$ cat src/rtl/pixel_compositor_pkg.sv
// Shared constants for the pixel compositor: colour values, pixel width,
// counter limits and the index-width helper used by the top and its selector.
package pixel_compositor_pkg;

  localparam int unsigned PIX_W = 12;

  localparam logic [PIX_W-1:0] GREEN = 12'h0F0;
  localparam logic [PIX_W-1:0] BLACK = 12'h000;

  localparam logic [15:0] FRAME_CNT_MAX = 16'hFFFF;

  // Width able to hold 0..n (n sources plus the "background" index n).
  function automatic int unsigned idx_width(input int unsigned n);
    return $clog2(n + 1);
  endfunction

endpackage

$ cat src/rtl/pixel_compositor_priority_select.sv
// priority_select: combinational winner search over the stage-1 registers.
// Picks the active source with the highest layer value (ties to the lowest
// index) and counts how many sources are active. When no source is active
// the winner index is WIDTH, which the top maps to the background colour.
module priority_select
  import pixel_compositor_pkg::*;
#(
  parameter int unsigned WIDTH   = 4,
  parameter int unsigned LEVEL_W = 4,
  localparam int unsigned IDX_W  = idx_width(WIDTH)
) (
  input  logic [WIDTH-1:0]         active_i,
  input  logic [WIDTH*LEVEL_W-1:0] level_i,
  output logic [IDX_W-1:0]         win_idx_o,
  output logic [IDX_W-1:0]         count_o
);

  logic [LEVEL_W-1:0] best_lvl;
  logic               found;

  // Scan from index 0 upward; a later source only takes over on a strictly
  // greater level, which leaves ties with the lowest index.
  always_comb begin
    best_lvl  = '0;
    found     = 1'b0;
    win_idx_o = IDX_W'(WIDTH);
    count_o   = '0;
    for (int i = 0; i < WIDTH; i++) begin
      if (active_i[i]) begin
        count_o = count_o + IDX_W'(1);
        if (!found || (level_i[i*LEVEL_W +: LEVEL_W] > best_lvl)) begin
          found     = 1'b1;
          best_lvl  = level_i[i*LEVEL_W +: LEVEL_W];
          win_idx_o = IDX_W'(i);
        end
      end
    end
  end

endmodule

$ cat src/rtl/pixel_compositor.sv
// pixel_compositor: two-stage layer compositor.
// Stage 1 registers the per-source active mask, levels and pixels; stage 2
// registers the winning colour, its index and the active-source count, and
// keeps per-frame collision statistics.
// Optional feature macro: PIXEL_COLOR_KEY_EN -- adds parameter COLOR_KEY; a
// source whose pixel equals COLOR_KEY is treated as transparent (inactive).
//
// Flow control: valid-only streaming. in_valid marks a pixel slot for one
// cycle; there is no ready/backpressure, so every accepted pixel produces
// exactly one out_valid pulse two cycles later, in order, with no stalls.
// out/hit_id/collision_num hold their last value while out_valid is low.
module pixel_compositor
  import pixel_compositor_pkg::*;
#(
  parameter int unsigned       WIDTH      = 4,
  parameter int unsigned       LEVEL_W    = 4,
  parameter logic [PIX_W-1:0]  BACKGROUND = GREEN
`ifdef PIXEL_COLOR_KEY_EN
  ,
  parameter logic [PIX_W-1:0]  COLOR_KEY  = BLACK
`endif
  ,
  localparam int unsigned      IDX_W      = idx_width(WIDTH)
) (
  input  logic                     clk,
  input  logic                     reset_n,
  input  logic                     in_valid,
  input  logic                     frame_start,
  input  logic [WIDTH-1:0]         enable,
  input  logic [WIDTH*LEVEL_W-1:0] level,
  input  logic [WIDTH*PIX_W-1:0]   pixel,
  output logic [PIX_W-1:0]         out,
  output logic                     out_valid,
  output logic [IDX_W-1:0]         hit_id,
  output logic [IDX_W-1:0]         collision_num,
  output logic [15:0]              frame_collisions
);

  // Stage 1 state
  logic                     s1_valid_q;
  logic                     s1_fs_q;
  logic [WIDTH-1:0]         s1_act_q, s1_act_d;
  logic [WIDTH*LEVEL_W-1:0] s1_lvl_q;
  logic [WIDTH*PIX_W-1:0]   s1_pix_q;

  // Stage 2 state
  logic                     out_valid_q;
  logic [PIX_W-1:0]         out_q, out_d;
  logic [IDX_W-1:0]         hit_q;
  logic [IDX_W-1:0]         cnt_q;
  logic [15:0]              run_q;
  logic [15:0]              frame_q;

  logic [IDX_W-1:0]         sel_idx;
  logic [IDX_W-1:0]         sel_cnt;
  logic                     collide;

  // Activity mask: enabled with a non-zero layer (and, when keyed, not transparent).
  always_comb begin
    s1_act_d = '0;
    for (int i = 0; i < WIDTH; i++) begin
      s1_act_d[i] = enable[i] && (level[i*LEVEL_W +: LEVEL_W] != '0);
`ifdef PIXEL_COLOR_KEY_EN
      if (pixel[i*PIX_W +: PIX_W] == COLOR_KEY) begin
        s1_act_d[i] = 1'b0;
      end
`endif
    end
  end

  // Stage 1 register; data only loads on a valid slot, frame_start is gated by in_valid.
  always_ff @(posedge clk or negedge reset_n) begin
    if (!reset_n) begin
      s1_valid_q <= 1'b0;
      s1_fs_q    <= 1'b0;
      s1_act_q   <= '0;
      s1_lvl_q   <= '0;
      s1_pix_q   <= '0;
    end else begin
      s1_valid_q <= in_valid;
      s1_fs_q    <= in_valid & frame_start;
      if (in_valid) begin
        s1_act_q <= s1_act_d;
        s1_lvl_q <= level;
        s1_pix_q <= pixel;
      end
    end
  end

  priority_select #(
    .WIDTH   (WIDTH),
    .LEVEL_W (LEVEL_W)
  ) u_priority_select (
    .active_i  (s1_act_q),
    .level_i   (s1_lvl_q),
    .win_idx_o (sel_idx),
    .count_o   (sel_cnt)
  );

  // Colour of the winning source, or the background when the index is WIDTH.
  always_comb begin
    out_d = BACKGROUND;
    for (int i = 0; i < WIDTH; i++) begin
      if (sel_idx == IDX_W'(i)) begin
        out_d = s1_pix_q[i*PIX_W +: PIX_W];
      end
    end
  end

  // A collision is two or more active sources on the same pixel.
  assign collide = (sel_cnt > IDX_W'(1));

  // Stage 2 register: outputs hold while idle; frame_start snapshots the running count.
  always_ff @(posedge clk or negedge reset_n) begin
    if (!reset_n) begin
      out_valid_q <= 1'b0;
      out_q       <= BACKGROUND;
      hit_q       <= IDX_W'(WIDTH);
      cnt_q       <= '0;
      run_q       <= '0;
      frame_q     <= '0;
    end else begin
      out_valid_q <= s1_valid_q;
      if (s1_valid_q) begin
        out_q <= out_d;
        hit_q <= sel_idx;
        cnt_q <= sel_cnt;
        if (s1_fs_q) begin
          frame_q <= run_q;
          run_q   <= collide ? 16'd1 : 16'd0;
        end else if (collide && (run_q != FRAME_CNT_MAX)) begin
          run_q <= run_q + 16'd1;
        end
      end
    end
  end

  assign out              = out_q;
  assign out_valid        = out_valid_q;
  assign hit_id           = hit_q;
  assign collision_num    = cnt_q;
  assign frame_collisions = frame_q;

endmodule

$ cat config.mk
export PLATFORM = sky130hd
export DESIGN_NAME = pixel_compositor
export DESIGN_NICKNAME = d
export VERILOG_FILES = /design/src/rtl/pixel_compositor_pkg.sv /design/src/rtl/pixel_compositor_priority_select.sv /design/src/rtl/pixel_compositor.sv
export SDC_FILE = /design/constraint.sdc
export NUM_CORES = 1
export LEC_CHECK = 0
export ABC_AREA = 1
export BUFFER_PORTS_ARGS = -buffer_cell sky130_fd_sc_hd__buf_2
export CAP_MARGIN = 40
export CORE_MARGIN = 5
export CORE_UTILIZATION = 35
export CTS_BUF_LIST = sky130_fd_sc_hd__clkbuf_8 sky130_fd_sc_hd__clkbuf_16
export DETAILED_ROUTE_END_ITERATION = 8
export MAX_ROUTING_LAYER = met4
export PLACE_DENSITY_LB_ADDON = 0.2
export SLEW_MARGIN = 40
export SYNTH_ARGS = -nofsm -noshare
export SYNTH_HDL_FRONTEND = slang
export SYNTH_HIERARCHICAL = 1
export SYNTH_SLANG_ARGS = --single-unit
$ cat constraint.sdc
create_clock -name clk -period 12.16 [get_ports clk]
set_input_delay 3.04 -clock clk [delete_from_list [all_inputs] [get_ports clk]]
set_output_delay 3.04 -clock clk [all_outputs]
set_load 0.02 [all_outputs]
Word level (Yosys, flattened, before mapping)

Index checks and enable logic that the tools add are counted.

Memory bits (read-only): 0
Bits in writable memories: 0
Latch bits: 0
Output and inout bits: 35
Bits of input ports: 72
Flip-flop bits (word level): 121
Logic and storage cells: 71
Memories kept: 0

Add/sub/neg operators: 4
Shift operators: 0
Reductions and logical operators: 19
Magnitude comparators: 4
Muxes and demuxes: 28
$mul: 0
Eq/ne operators: 4
Bitwise operators: 1
Divide/modulo/power cells: 0

Operators by type and width:

| cell                  | number |
|---|---|
| $mux 12               | 4 |
| $mux 16               | 2 |
| $mux 3                | 10 |
| $mux 4                | 5 |
| $add 16x1->16 const B | 1 |
| $ne 16x16->1 const B  | 1 |
| $reduce_bool 4->1     | 4 |
| $gt 4x4->1            | 3 |
| $mux 1                | 7 |
| $add 3x1->3 const B   | 2 |
| $eq 3x2->1 const B    | 2 |
| $logic_and 1x1->1     | 5 |
| $reduce_and 2->1      | 2 |
| $eq 3x1->1 const B    | 1 |
| $gt 3x1->1 const B    | 1 |
| $logic_not 1->1       | 3 |
| $logic_not 3->1       | 1 |
| $logic_or 1x1->1      | 3 |
| $add 1x1->2 const B   | 1 |
| $reduce_bool 2->1     | 1 |
| $and 1x1->1           | 1 |

Logic depth before layout (Yosys ltp)

Word-level depth: 18
Depth in mapped cells: 39
Gate-level depth less buffers: 39

By module

Netlist, hierarchy kept.

By module, submodules not included:

| module           | sequential area each (µm²) | cells each | area an instance (µm²) | times used |
|---|---|---|---|---|
| pixel_compositor | 3034.2                     | 639        | 5301.3                 | 1 |
| priority_select  | 0.0                        | 103        | 630.6                  | 1 |

Least setup slack after synthesis

Ideal clock, no wire load.

Path kind: input to register
Start: input in_valid
End: register s1_lvl_q[10]
Path slack: 8.245 ns
Setup time: 0.065 ns
Required time: 12.095 ns
Stages on the path: 5
Data arrival time: 3.850 ns
Buffers on the path: 3
Cell sequence: buf_2 -> clkbuf_1 -> clkbuf_1 -> nand2_1 -> nand2_1

RTL lines:

| item                 | line                   | source |
|---|---|---|
| from (decl)          | pixel_compositor.sv:27 | `input logic in_valid,` |
| to (signal assigned) | pixel_compositor.sv:84 | `s1_lvl_q <= level;` |
| to (decl)            | pixel_compositor.sv:43 | `logic [WIDTH*LEVEL_W-1:0] s1_lvl_q;` |

Final worst setup path

Start: register s1_act_q[0]
End: register out_q[11] (netlist: out[11])

Cells in the longest elaborated chain, start to end: 18
Elaborated cells between the ends (all ways): 34
Classes of those cells: order compare (3); eq/ne (3); mux (21); reduce/logical (7)

RTL lines:

| item                                          | line                                   | source |
|---|---|---|
| from (decl)                                   | pixel_compositor.sv:42                 | `logic [WIDTH-1:0] s1_act_q, s1_act_d;` |
| from (signal assigned)                        | pixel_compositor.sv:83                 | `s1_act_q <= s1_act_d;` |
| $mux 4 or $mux 1 (tied branches)              | pixel_compositor_priority_select.sv:29 | `if (active_i[i]) begin` |
| $gt 4x4->1 or $logic_not 1->1 (tied branches) | pixel_compositor_priority_select.sv:31 | `if (!found \|\| (level_i[i*LEVEL_W +: LEVEL_W] > best_lvl)) begin` |
| $logic_or 1x1->1                              | pixel_compositor_priority_select.sv:31 |  |
| $mux 4 or $mux 1 (tied branches)              | pixel_compositor_priority_select.sv:31 |  |
| $mux 4 or $mux 1 (tied branches)              | pixel_compositor_priority_select.sv:29 |  |
| $gt 4x4->1 or $logic_not 1->1 (tied branches) | pixel_compositor_priority_select.sv:31 |  |
| $logic_or 1x1->1                              | pixel_compositor_priority_select.sv:31 |  |
| $mux 4 or $mux 1 (tied branches)              | pixel_compositor_priority_select.sv:31 |  |
| $mux 4 or $mux 1 (tied branches)              | pixel_compositor_priority_select.sv:29 |  |
| $gt 4x4->1 or $logic_not 1->1 (tied branches) | pixel_compositor_priority_select.sv:31 |  |
| $logic_or 1x1->1                              | pixel_compositor_priority_select.sv:31 |  |
| $mux 3                                        | pixel_compositor_priority_select.sv:31 |  |
| $mux 3 (*)                                    | pixel_compositor_priority_select.sv:29 |  |
| net sel_idx[0]                                | pixel_compositor.sv:54                 | `logic [IDX_W-1:0] sel_idx;` |
| $logic_not 3->1                               | pixel_compositor.sv:104                | `if (sel_idx == IDX_W'(i)) begin` |
| $mux 12 (3 in series)                         | pixel_compositor.sv:104                |  |
| $mux 12 (*)                                   | pixel_compositor.sv:104                |  |
| to (signal assigned)                          | pixel_compositor.sv:125                | `out_q <= out_d;` |
| to (decl)                                     | pixel_compositor.sv:48                 | `logic [PIX_W-1:0] out_q, out_d;` |

Mark *: on every way through the listed nets, which the timed path passes. The rest lies on a longest branch.
A chain may end at the register's enable or synchronous reset.

==> reports/summary.txt <==
Fin cells: 1074
Max Cap Viol: 0
Ys flop type: dfrtp_1
Area share of the largest cell type after synthesis: 48.9%
Worst reg2reg setup slack: 7.59 ns
Reg2reg end: out[11]
Largest cells by area after synthesis: dfrtp_1 49%, nand2_1 17%, o21ai_0 4.3%
CTS sink count: 121
Synth Net Count: 831
Post-synth EDFFs: 0
Worst setup EP type: register
Worst Setup SP: s1_act_q[0]
Remaining DRCs: 0
Clk buf depth: 2
Post_cts resized: 0
Die Area: 0.0197 sq mm
CP dominant cell by count: nand2_1
Avg WL per Cell: 13.8 um
Final WL: 14.8 mm
# IOs: 107
Synth cell types: 33
Relative slew slack: 54.9%
Slew @ Worst Pin: 0.677 ns
Root Buffer: clkbuf_16
DR vias: 4871
Starting density of the core: 35.8%
ANT cells: 0
Vias per cell: 4.54
Synth async-reset ratio: 100%
Fin crit share: 37.6%
Util after Layout: 43.7%
CTS tree: done
Post-CTS Hold Fix Bufs: 0
Setup violators final: 0
Routability cong.: 0.833
Slowest CP cell: dfrtp_1
Crit path to: out[11]
Layout area overhead: 22.2%
TritonCTS Buffers: 17
Later-pin clock latency in the skew report: 0.42 ns
Nets: 930
Filler instances: 1754
Unrepaired setup endpoints after global routing: no
Clock Skew: 0.00989 ns
Leak: 3.74 nW
Crit path DAT: 4.91 ns
Antenna violations before repair: 0
Post-DP HPWL: 10.6 mm
Synth warnings: 6
TritonRoute pass-1 iters: 4
Core area: 0.0166 sq mm
Clock transition at path regs: 0.05 ns
Crit path kind: reg -> reg
Worst EP required: 12.50 ns
1st-iter DRT viols: 234
Die H: 140 um
Final hold violations: 0
Cells after synthesis: 742
Syn Area/Cell: 7.99 sq um
FF-to-FF Start: s1_act_q[0]
Pwr/cell area: 171 mW/mm^2
Max VDD drop: 0.109 mV
Hold WC Path Type: reg -> reg
Hold WS: 0.465 ns
Commonest cells in the netlist: 275 x nand2_1, 116 x dfrtp_1, 66 x inv_1
Reg2reg path depth: 33
First-pass GRT wire length: 24.6 mm
Placed cell count: 1042
Die width: 140 um
Max incr delay on CP: 0.52 ns
Setup TNS: 0 ns
Most numerous cell in the Yosys netlist: nand2_1
Post-route ant nets: 0
H-tree depth: 4
Max Fclk: 219 MHz
Ratio of cells with drive above 1 in the final layout: 20.3%
Grt total ovfl: 0
Outcome: completed
Seq/Total Area, Yosys: 51.1%
Top cell type by total area after synthesis: dfrtp_1
Element type at the critical path start: register
PortBufs: 106
Setup bufs post-CTS: 0
GRT Total Usage: 16.2%
Synth Register Bits: 121
Post-synthesis cell area: 0.00593 sq mm
Crit-path max FO: 9
Num rows: 47
Vias in the first global route: 4890
Largest net degree at the start of global routing: 99
Fin. max-slew vios: 0
Tmin final: 4.57 ns
## worst min path at each step
stage,to,cells past startpoint,start
after global placement,s1_pix_q[12],2,s1_pix_q[12]
after detailed placement,s1_pix_q[12],2,s1_pix_q[12]
after floorplan,out_valid,0,s1_valid_q
after CTS,out[5],2,out[5]
after global routing,out[6],2,out[6]
final,out[5],2,out[5]
## registers in the layout, summed over array words and instances, names as in the netlist
signal	cells
s1_fs_q	1
frame_collisions	16
s1_lvl_q	16
run_q	16
s1_valid_q	1
out_valid	1
collision_num	3
hit_id	3
s1_pix_q	48
s1_act_q	4
out	12
## area by class of cell
cell class | count | area [sq um] | share of cell area, %
clock inverters | 8 | 91.3 | 1.26
multi-input cells | 520 | 2480 | 34.3
well taps | 220 | 275 | 3.80
repair buffers | 110 | 571 | 7.87
clock buffers | 24 | 522 | 7.20
inverters | 71 | 272 | 3.75
flip-flops and latches | 121 | 3040 | 41.9
## metrics by stage
stage               area (sq um)  total power [mW]  setup WS (ns)
detailed placement          6630             0.742           7.63
global route                7250              1.31           7.19
finish                      7250              1.24           7.59
CTS                         7250              1.26           7.61
global placement            6630             0.739           7.59
floorplan                   5930             0.653           8.24
## cell families (layout without fill, tap and decap cells)
family,after synthesis,count (layout),share of synthesized area (%)
AO/OA/AOI/OAI,95,95,9.22
XOR/XNOR,7,7,1.03
adder cells (fa/ha/maj),17,17,3.59
buffers and inverters,101,213,6.98
flip-flops,121,121,51.1
multiplexers,2,2,0.380
AND/OR/NAND/NOR,399,399,27.7
## routing by layer
layer	global-route usage [%]	vias up	part of all wire [%]
met3	3.65	14	4.2
met1	21.5	2216	49
li1	-	2541	-
met2	24.9	100	46
met4	5.25	0	1.1
met5	-	-	0
## cell usage in the layout (no fill, tap or decap), types with 4 or more instances in the layout
cell       count
nand2_1      275
dfrtp_1      115
buf_2        105
inv_1         68
nor2_1        65
o21ai_0       51
nand3_1       28
o21ai_1       17
ha_1          17
clkbuf_16     17
o21ai_2        9
o221ai_1       8
xor2_1         7
clkbuf_8       7
nand2_2        5
nand4_1        5
nand2_4        5
dfstp_2        5
a21oi_1        5
o22ai_1        4
inv_2          4
nor4_1         4
and2_1         4
## power by group
group          total, mW  switching [mW]  internal (mW)
clock network      0.512           0.175          0.338
registers          0.492          0.0377          0.454
logic              0.239           0.157         0.0822
## critical path: cells and delay by family, from the launching register on
kind,cells,cell delay [ns]
compound gates,5,0.88
buf+inv,2,0.13
flops,1,0.52
fa+ha+maj,3,0.88
simple gates,23,2.08
(Power assumes the default switching activity.)
